### config.mk
export PLATFORM = sky130hd
export DESIGN_NAME = render_sequencer
export DESIGN_NICKNAME = d
export VERILOG_FILES = /design/src/rtl/render_sequencer.sv
export SDC_FILE = /design/constraint.sdc
export NUM_CORES = 1
export LEC_CHECK = 0
export ABC_CLOCK_PERIOD_IN_PS = 6600
export CAP_MARGIN = 20
export CORE_ASPECT_RATIO = 2
export CORE_MARGIN = 10
export CORE_UTILIZATION = 30
export DETAILED_ROUTE_END_ITERATION = 10
export GPL_TIMING_DRIVEN = 0
export PLACE_DENSITY = 0.55
export REMOVE_ABC_BUFFERS = 1
export SLEW_MARGIN = 20
export SYNTH_ARGS = -nofsm -noshare
export SYNTH_HDL_FRONTEND = slang
export SYNTH_SLANG_ARGS = --single-unit
### constraint.sdc
create_clock -name clock -period 6.6 [get_ports clock]
set_clock_uncertainty 0.1 [all_clocks]
set_input_delay 1.65 -clock clock [delete_from_list [all_inputs] [get_ports clock]]
set_output_delay 1.65 -clock clock [all_outputs]
set_load 0.01 [all_outputs]
### src/rtl/render_sequencer.sv
// render_sequencer: per-frame framebuffer clear and sprite command scheduler for sprite_render.
// Define SEQ_SPRITE_CULL_EN to discard commands whose origin lies outside the visible area.
module render_sequencer #(
  parameter int FB_DEPTH   = 307200,
  parameter int ADDR_W     = 19,
  parameter int DATA_W     = 4,
  parameter int BG_INDEX   = 0,
  parameter int FIFO_DEPTH = 16,
  parameter int ID_W       = 6,
  parameter int COORD_W    = 10,
  parameter int H_RES      = 640,
  parameter int V_RES      = 480
) (
  input  logic               clock,
  input  logic               reset_n,
  input  logic               vsync,
  input  logic               cmd_valid,
  output logic               cmd_ready,
  input  logic [ID_W-1:0]    cmd_id,
  input  logic [COORD_W-1:0] cmd_x,
  input  logic [COORD_W-1:0] cmd_y,
  input  logic               cmd_last,
  output logic               spr_start,
  output logic [ID_W-1:0]    spr_id,
  output logic [COORD_W-1:0] spr_x,
  output logic [COORD_W-1:0] spr_y,
  input  logic               spr_done,
  input  logic [ADDR_W-1:0]  spr_wr_addr,
  input  logic [DATA_W-1:0]  spr_wr_data,
  input  logic               spr_wr_en,
  output logic [ADDR_W-1:0]  fb_wr_addr,
  output logic [DATA_W-1:0]  fb_wr_data,
  output logic               fb_wr_en,
  output logic               frame_done,
  output logic               frame_overrun
);
  localparam int PW = $clog2(FIFO_DEPTH);
  localparam int EW = ID_W + 2 * COORD_W + 1;
  typedef enum logic [1:0] {WAIT_VSYNC, CLEAR, ISSUE, BUSY} state_t;
  state_t state;
  logic [EW-1:0] mem [FIFO_DEPTH];
  logic [PW-1:0] wr_ptr, rd_ptr;
  logic [PW:0] count;
  logic [ADDR_W-1:0] clr_addr;
  logic vsync_d, run, pend, last, vs_fall, push, pop, cull;
  logic [ID_W-1:0] head_id;
  logic [COORD_W-1:0] head_x, head_y;
  logic head_last;
  assign vs_fall = vsync_d & ~vsync;
  assign cmd_ready = run & (count != (PW+1)'(FIFO_DEPTH));
  assign push = cmd_valid & cmd_ready;
  assign pop = (state == ISSUE) && !vs_fall && (count != '0);
  assign {head_id, head_x, head_y, head_last} = mem[rd_ptr];
`ifdef SEQ_SPRITE_CULL_EN
  assign cull = (head_x >= COORD_W'(H_RES)) || (head_y >= COORD_W'(V_RES));
`else
  assign cull = 1'b0;
`endif
  always_ff @(posedge clock)
    if (push) mem[wr_ptr] <= {cmd_id, cmd_x, cmd_y, cmd_last};
  // run holds cmd_ready low until the first clock after reset release
  always_ff @(posedge clock or negedge reset_n)
    if (!reset_n) begin
      wr_ptr <= '0;
      rd_ptr <= '0;
      count  <= '0;
      run    <= 1'b0;
    end else begin
      run <= 1'b1;
      if (push) wr_ptr <= wr_ptr + PW'(1);
      if (pop) rd_ptr <= rd_ptr + PW'(1);
      count <= count + (PW+1)'(push) - (PW+1)'(pop);
    end
  always_ff @(posedge clock or negedge reset_n)
    if (!reset_n) begin
      state         <= WAIT_VSYNC;
      vsync_d       <= 1'b1;
      clr_addr      <= '0;
      pend          <= 1'b0;
      last          <= 1'b0;
      spr_start     <= 1'b0;
      spr_id        <= '0;
      spr_x         <= '0;
      spr_y         <= '0;
      fb_wr_addr    <= '0;
      fb_wr_data    <= '0;
      fb_wr_en      <= 1'b0;
      frame_done    <= 1'b0;
      frame_overrun <= 1'b0;
    end else begin
      vsync_d       <= vsync;
      spr_start     <= 1'b0;
      frame_done    <= 1'b0;
      frame_overrun <= vs_fall && (state != WAIT_VSYNC);
      fb_wr_en      <= 1'b0;
      case (state)
        WAIT_VSYNC: if (vs_fall) begin
          state    <= CLEAR;
          clr_addr <= '0;
        end
        CLEAR: begin
          fb_wr_en   <= 1'b1;
          fb_wr_addr <= clr_addr;
          fb_wr_data <= DATA_W'(BG_INDEX);
          if (vs_fall) clr_addr <= '0;
          else if (clr_addr == ADDR_W'(FB_DEPTH - 1)) begin
            clr_addr <= '0;
            state    <= ISSUE;
          end else clr_addr <= clr_addr + ADDR_W'(1);
        end
        ISSUE: if (vs_fall) begin
          state    <= CLEAR;
          clr_addr <= '0;
        end else if (pop) begin
          if (cull) begin
            if (head_last) begin
              frame_done <= 1'b1;
              state      <= pend ? CLEAR : WAIT_VSYNC;
              clr_addr   <= '0;
              pend       <= 1'b0;
            end
          end else begin
            spr_start <= 1'b1;
            spr_id    <= head_id;
            spr_x     <= head_x;
            spr_y     <= head_y;
            last      <= head_last;
            state     <= BUSY;
          end
        end
        BUSY: begin
          fb_wr_en   <= spr_wr_en;
          fb_wr_addr <= spr_wr_addr;
          fb_wr_data <= spr_wr_data;
          // a done in the start cycle belongs to the previous sprite and is dropped
          if (spr_done && !spr_start) begin
            if (pend || vs_fall) begin
              state    <= CLEAR;
              clr_addr <= '0;
              pend     <= 1'b0;
            end else begin
              frame_done <= last;
              state      <= last ? WAIT_VSYNC : ISSUE;
            end
          end else if (vs_fall) pend <= 1'b1;
        end
        default: state <= WAIT_VSYNC;
      endcase
    end
endmodule

# Yosys cells after proc, flatten, opt, wreduce, memory -nomap -nowiden
# Memory sizes are Yosys's and may differ from the RTL's. A register that Yosys moved wholly into a read port is not among the register bits.
# Index checks and enable logic that the tools add are counted.
[classes]
add_sub_neg = 5
eq_ne = 13
muxes = 29
bitwise_logic = 5
reduce_logical = 18
[ops]
columns = ["cell", "count"]
rows = [
  ["$mux W19", 5],
  ["$pmux W19 S3", 1],
  ["$pmux W19 S2", 1],
  ["$add A19 B1 Y19 const B", 1],
  ["$eq A19 B19 Y1 const B", 1],
  ["$mux W2", 8],
  ["$mux W1", 11],
  ["$ne A2 B2 Y1 const B", 5],
  ["$reduce_and A3 Y1", 3],
  ["$add A4 B1 Y4 const B", 2],
  ["$pmux W2 S4", 1],
  ["$pmux W4 S2", 1],
  ["$reduce_bool A2 Y1", 3],
  ["$add A5 B1 Y5", 1],
  ["$ne A5 B5 Y1 const B", 1],
  ["$reduce_and A5 Y1", 1],
  ["$reduce_bool A5 Y1", 1],
  ["$sub A5 B1 Y5", 1],
  ["$eq A2 B2 Y1 const B", 2],
  ["$logic_and A1 B1 Y1", 4],
  ["$ne A2 B1 Y1 const B", 2],
  ["$and A1 B1 Y1", 3],
  ["$logic_not A1 Y1", 3],
  ["$ne A3 B3 Y1 const B", 1],
  ["6 further kinds", 7],
]
[totals]
ff_bits = 64
mem_bits_rw = 432
input_bits = 56
out_inout_bits = 54
word_cells = 85
mem_count = 1
[memory_table]
columns = ["name", "depth", "width", "rd", "rd_clocked_by_memory_dff", "wr", "line_no", "text"]
rows = [
  ["mem", 16, 27, 1, 1, 1, "41", "logic [EW-1:0] mem [FIFO_DEPTH];"],
]

# Longest topological paths before layout
[logic_depth]
word_depth = 8
ltp_mapped = 16
ltp_nobuf = 15

# Worst setup path after synthesis
# OpenSTA, ideal clock, no wires.
[synth_path]
kind = "input-to-reg"
startpoint = "input port cmd_valid"
endpoint = "memory mem[3][0] in the netlist's numbering (enable)"
setup_ps = 445
arrival_ps = 4063
required_ps = 6055
path_slack_ps = 1992
stages = 4
n_path_buf = 1
path_cell_list = "and2_1 clkbuf_1 nand2_1 nor3_1"
[synth_via]
elab_chain_cells = 3
[synth_rtl]
columns = ["element", "line_no", "text"]
rows = [
  ["start, declared", "17", "input logic cmd_valid,"],
  ["$and A1 B1 Y1", "51", "assign push = cmd_valid & cmd_ready;"],
  ["$mux W1", "60", "if (push) mem[wr_ptr] <= {cmd_id, cmd_x, cmd_y, cmd_last};"],
  ["$mux W1 (not written as such)", "60", ""],
  ["end, declared", "41", ""],
]
# No other way between the ends.

# Worst setup path in the final report
[layout_path]
startpoint = "input port vsync"
endpoint = "register count[4]"
[layout_via]
elab_chain_cells = 6
[layout_rtl]
columns = ["element", "line_no", "text"]
rows = [
  ["start, declared", "16", "input logic vsync,"],
  ["$not A1 Y1", "49", "assign vs_fall = vsync_d & ~vsync;"],
  ["$and A1 B1 Y1", "49", ""],
  ["$logic_not A1 Y1", "52", "assign pop = (state == ISSUE) && !vs_fall && (count != '0);"],
  ["$logic_and A1 B1 Y1 (2 in a row)", "52", ""],
  ["net pop", "45", "logic vsync_d, run, pend, last, vs_fall, push, pop, cull;"],
  ["$sub A5 B1 Y5", "72", "count <= count + (PW+1)'(push) - (PW+1)'(pop);"],
  ["end signal, assigned", "72", ""],
  ["end, declared", "43", "logic [PW:0] count;"],
]
# The timed path passes the listed nets, and every way through them passes these cells.
# A chain may end at the register's enable or synchronous reset.

==> metrics <==
outcome finished clean; Avg Synthesized Cell Area approximately 19 µm²; drt first pass iters 5; count of final setup violators 0; Post-CTS Resized 0; setup bufs post-CTS 0; drt total wl roughly 48 mm; CTS H-Tree Depth 2; DRC 0; CTS sink count 523; pin count of the biggest net entering global routing 68; Slew Limit Fails 0; Mapped Area about 0.020 mm²; HP Class register to register; clock buffer depth 3; diode count 0; Worst-Margin Slew roughly 0.94 ns; Synthesis Warnings 0; dpl cells ~2100; leakage slightly below 8 nW; # fillers around 6200; hold_buf cts 0; Seq/Total Area, Yosys 0.746; Non-Filler Instances 2164; total gr overflow 0; die height just under 400 µm; Yosys reg bits between 500 and 600; crit path capture type register; Ports 110; Initial Util 0.302; initial antenna violation count 4; Vias/cell 4.81; critical path endpoint count[4]; clock latency on the worst-skew pair a little under 0.6 ns; global router's overall resource usage 0.121; Area Growth Syn to Fin 21.2%; min Tclk post-route roughly 4 ns; crit-path max FO 38; Final ANT Viol Nets 0; WP data required 6.97 ns; crit path kind input port to register; area leader, netlist edfxtp_1; final hold vios 0; Crit. Startpoint vsync; reg2reg setup slack ~2.8 ns; TritonCTS Buffers 44; GPL Wtd Cong about 0.75; Post-Syn Instances 1098; area of the die between 0.07 and 0.08 mm²; WP data arrival 4.45 ns; r2r worst-path depth 15; maximum clock frequency between 200 and 250 MHz; via count about 10000; vias in the first global route between 10000 and 15000; ys async rst share 0.174; share of layout cells above drive strength 1 0.206; TritonCTS clock tree done; DR WL/cell 22.3 µm; dpl hpwl 31.4 mm; Site Rows between 100 and 150; top-count cell post-synth edfxtp_1; global-route wire length before repair 72.6 mm; Post-synth top flop edfxtp_1; CP startpoint kind input port; Core ar. just under 0.07 mm²; Final Cycle Share 0.618; Post-synth EDFFs approximately 430; max_cap viols 0; RSZ-0062 raised after global routing no; Max-slew headroom 0.375; Crit Reg-Reg Startpoint state[1]; fin nets roughly 1300; Yosys cell types between 50 and 60; clock transition at the registers of the reported paths approximately 0.070 ns; largest cells by area after synthesis edfxtp_1, mux4_2, dfrtp_1; Pwr Total about 7 mW; power density over the cells between 200 and 300 mW/mm²; number of port buffers around 110; DR iter-0 viols roughly 600; Post-synth top cells edfxtp_1, mux4_2, dfrtp_1; Chip Width about 200 µm; Synth top area share 0.634; worst r2r dst count[4]; Peak VDD IR roughly 160 µV; root buf cell clkbuf_16
layout make-up:
class | count | area [µm²] | share of cell area
timing repair buffer | 157 | 1970 | 0.0797
multi-input combinational | 492 | 4960 | 0.200
tap | 890 | 1110 | 0.0449
clock inverter | 25 | 203 | 0.00818
sequential | 523 | 15300 | 0.616
clock buffer | 56 | 1200 | 0.0483
inverter | 21 | 78.8 | 0.00318
flip-flops by register name (all words and copies together), names as in the netlist, 4 cells and up:
register,flops
count,5
spr_id,6
fb_wr_addr,19
rd_ptr,4
wr_ptr,4
fb_wr_data,4
spr_y,10
clr_addr,19
mem,432
spr_x,10
where the power goes:
part	leakage, nW	internal, mW	switching, mW
clock network	0.689	1.34	1.22
registers	5.11	3.76	0.0891
logic	2.12	0.229	0.326
cell families (layout without fill, tap and decap cells):
logic type               count (synthesis)  count (layout)  share of synthesized area
XOR/XNOR                                10              10                    0.00428
AO/OA/AOI/OAI                          117             117                     0.0382
adder cells (fa/ha/maj)                 13              13                    0.00832
AND/OR/NAND/NOR                        196             196                     0.0433
flip-flops                             523             523                      0.746
buffers and inverters                   83             259                     0.0179
other                                    1               1                   0.000183
multiplexers                           155             155                      0.142
per-stage QoR:
| step | utilization | hold slack [ns] | worst slack (ns) | area, µm² | setup TNS (ns) |
|---|---|---|---|---|---|
| final | 0.366 | 0.381 | 2.52 | 24800 | 0 |
| after global placement | 0.330 | 0.364 | -1.55 | 22400 | -243.71 |
| after detailed placement | 0.345 | 0.374 | 1.90 | 23400 | 0 |
| after floorplan | - | 0.358 | 1.03 | 20200 | 0 |
| after global routing | 0.366 | 0.412 | 2.29 | 24800 | 0 |
| after CTS | 0.366 | 0.390 | 2.50 | 24800 | 0 |
how the worst min path moves through the flow:
stage                          from  slack, ns        end  depth (start not counted)
after floorplan                last       0.36       last                          2
after global placement    spr_id[2]       0.36  spr_id[2]                          2
after detailed placement   spr_y[7]       0.37   spr_y[7]                          2
after CTS                 spr_id[0]       0.39  spr_id[0]                          2
after global routing      spr_id[4]       0.41  spr_id[4]                          2
final                     spr_id[0]       0.38  spr_id[0]                          2
layer usage:
metal,routed length (µm),global-route usage
met1,17700,0.130
met3,2170,0.0209
met5,46,0
met4,1500,0.0468
met2,26800,0.228
layout by cell type, fill, tap and decap left out, types with 6 or more instances in the layout:
| master | netlist | routed |
|---|---|---|
| nor2_4 | 0 | 12 |
| mux2i_1 | 47 | 47 |
| clkinv_2 | 0 | 14 |
| o221ai_1 | 27 | 27 |
| nand2b_1 | 7 | 6 |
| buf_16 | 0 | 20 |
| buf_6 | 1 | 10 |
| buf_12 | 0 | 7 |
| a21oi_1 | 26 | 26 |
| nand3_1 | 20 | 20 |
| inv_1 | 21 | 21 |
| dfrtp_1 | 90 | 84 |
| ha_1 | 12 | 12 |
| xnor2_1 | 9 | 9 |
| nor2_1 | 47 | 35 |
| clkbuf_1 | 27 | 7 |
| clkdlybuf4s50_1 | 0 | 108 |
| nand4_1 | 7 | 7 |
| nand2_1 | 87 | 86 |
| clkbuf_16 | 0 | 44 |
| mux4_2 | 108 | 108 |
| o21ai_0 | 41 | 41 |
| buf_4 | 6 | 12 |
| edfxtp_1 | 432 | 432 |
critical path, cell delays in order:
cell,delay (ns)
clkdlybuf4s50_1,0.46
nand2b_1,0.27
nand2_4,0.28
buf_12,0.25
inv_1,0.12
ha_1,0.29
inv_1,0.06
ha_1,0.16
inv_1,0.06
fa_1,0.43
inv_1,0.08
a21oi_1,0.06
nor2_1,0.09
nor2_1,0.06
xnor2_1,0.11
No activity file was read; power rests on OpenSTA's default activity.
==> RTL edit (same flow settings) <==
The 4 states of `state_t` get a one-hot encoding in 4 bits.
--- a/src/rtl/render_sequencer.sv
+++ b/src/rtl/render_sequencer.sv
@@ -37,5 +37,5 @@
   localparam int PW = $clog2(FIFO_DEPTH);
   localparam int EW = ID_W + 2 * COORD_W + 1;
-  typedef enum logic [1:0] {WAIT_VSYNC, CLEAR, ISSUE, BUSY} state_t;
+  typedef enum logic [3:0] {WAIT_VSYNC = 4'b0001, CLEAR = 4'b0010, ISSUE = 4'b0100, BUSY = 4'b1000} state_t;
   state_t state;
   logic [EW-1:0] mem [FIFO_DEPTH];
Check against the original RTL: no difference found for any inputs over 10 cycles, from zero or initial values and one cycle with reset_n low; not proved beyond that.
==> RTL edit against the unedited design <==
- sequential cell count up 2
- routed wire length up 3.0%
- area after synthesis up 1.9%
- synthesized cell count down 2.0%
- fmax down 3.4%
- design area up 2.4%
- worst setup slack worse by 0.14 ns
Power is not compared: it rests on default switching activity, and its combinational part moved more than twofold at a synthesized area within 25%.
==> RTL edit: results (changes against the unedited design) <==
[grt]
global_route_wire_length_before_repair_mm = 74.2  ; +2.2%
gr-usage-all-layers = 0.123  ; +0.00234
gr-usage-met3 = 0.0212  ; +0.000314
use_met2 = 0.229  ; +0.000772
grt_pass1_vias = 11491  ; +0.40%
gr-usage-met1 = 0.139  ; +0.00904
grt_max_degree = 56  ; -18%

[routing]
avgRoutedWirePerCell_um = 22.9  ; +3.0%
wl_met3_mm = 2.24  ; +3.5%
drtPass1Iterations = 4  ; -1
drt_wl_total_mm = 49.7  ; +3.0%
vias_per_cell = 4.89  ; +1.5%
m1_wl_mm = 19.0  ; +7.5%
number_of_drc_markers_after_the_initial_detailed_route_iteration = 602  ; -0.82%

[layout]
multi_input_area_share = 0.209  ; +0.00898
non_clock_buffer_count = 160  ; +1.9%
clock_cell_area_share = 0.0616  ; +0.00514
final_net_count = 1298  ; -0.76%
multiInputGateArea_um2 = 5300  ; +7.0%
nClkBuffers = 70  ; +25%
multi_input_gates = 479  ; -2.6%
layout-drive-gt1-share = 0.221  ; +0.0146
sh_seq_area = 0.603  ; -0.0125
bufAreaShareNonClock = 0.0795  ; -0.000136

[setup_path]
crit_arrival_ns = 4.62  ; +0.17 ns
r2r_cells = 9  ; -6
crit_path_max_fanout = 11  ; -71%
reg2reg_to = mem[1][10]
ff2ff_setup_slack_ns = 3.30  ; +0.55 ns

[place]
dpl-instance-area_um2 = 23800  ; +1.8%
gp_congestion = 0.792  ; +5.4%
place_inst = 2076  ; -0.34%

[sta]
relSlewSlack = 0.468  ; +0.0933
whs_ns = 0.390  ; +0.00936 ns

[worst_hold_path]
hold_path.startpoint = spr_y[5]
holdPathEnd = spr_y[5]

[synthesis]
synthTopCellsByArea = edfxtp_1 62%, mux4_2 12%, dfrtp_1 11%, mux2i_1 3.5%, o221ai_2 1.4%
synth_async_sr_flop_share = 0.177  ; +0.00315

[run_status]
run_status = completed

[floorplan]
placeable_core_region_um2 = 68700  ; +1.5%

==> RTL edit: report_power, final <==
group	internal, mW	switching [mW]	leakage, nW
Clock	1.59	1.21	0.758
Combinational	1.34	1.23	2.37
Sequential	3.93	0.314	5.11
Total	6.86	2.75	8.24
==> RTL edit: kinds of logic (layout without fill, tap and decap cells) <==
group,after synthesis,count (layout),share of synthesized area
other,1,1,0.000180
xor gates and xnor gates,11,11,0.00463
and+or+nand+nor,157,157,0.0378
DFF,525,525,0.735
muxes,181,181,0.152
buffers and inverters,72,263,0.0168
adders and majority gates,13,13,0.00817
AOI/OAI and AO/OA,116,116,0.0460
==> RTL edit: critical path, delay by kind of cell <==
kind                     cells  cell delay (ns)
buffers and inverters        3             0.63
XOR/XNOR                     1             0.13
AND/OR/NAND/NOR              5             1.11
adder cells (fa/ha/maj)      3             0.93
AO/OA/AOI/OAI                1             0.16
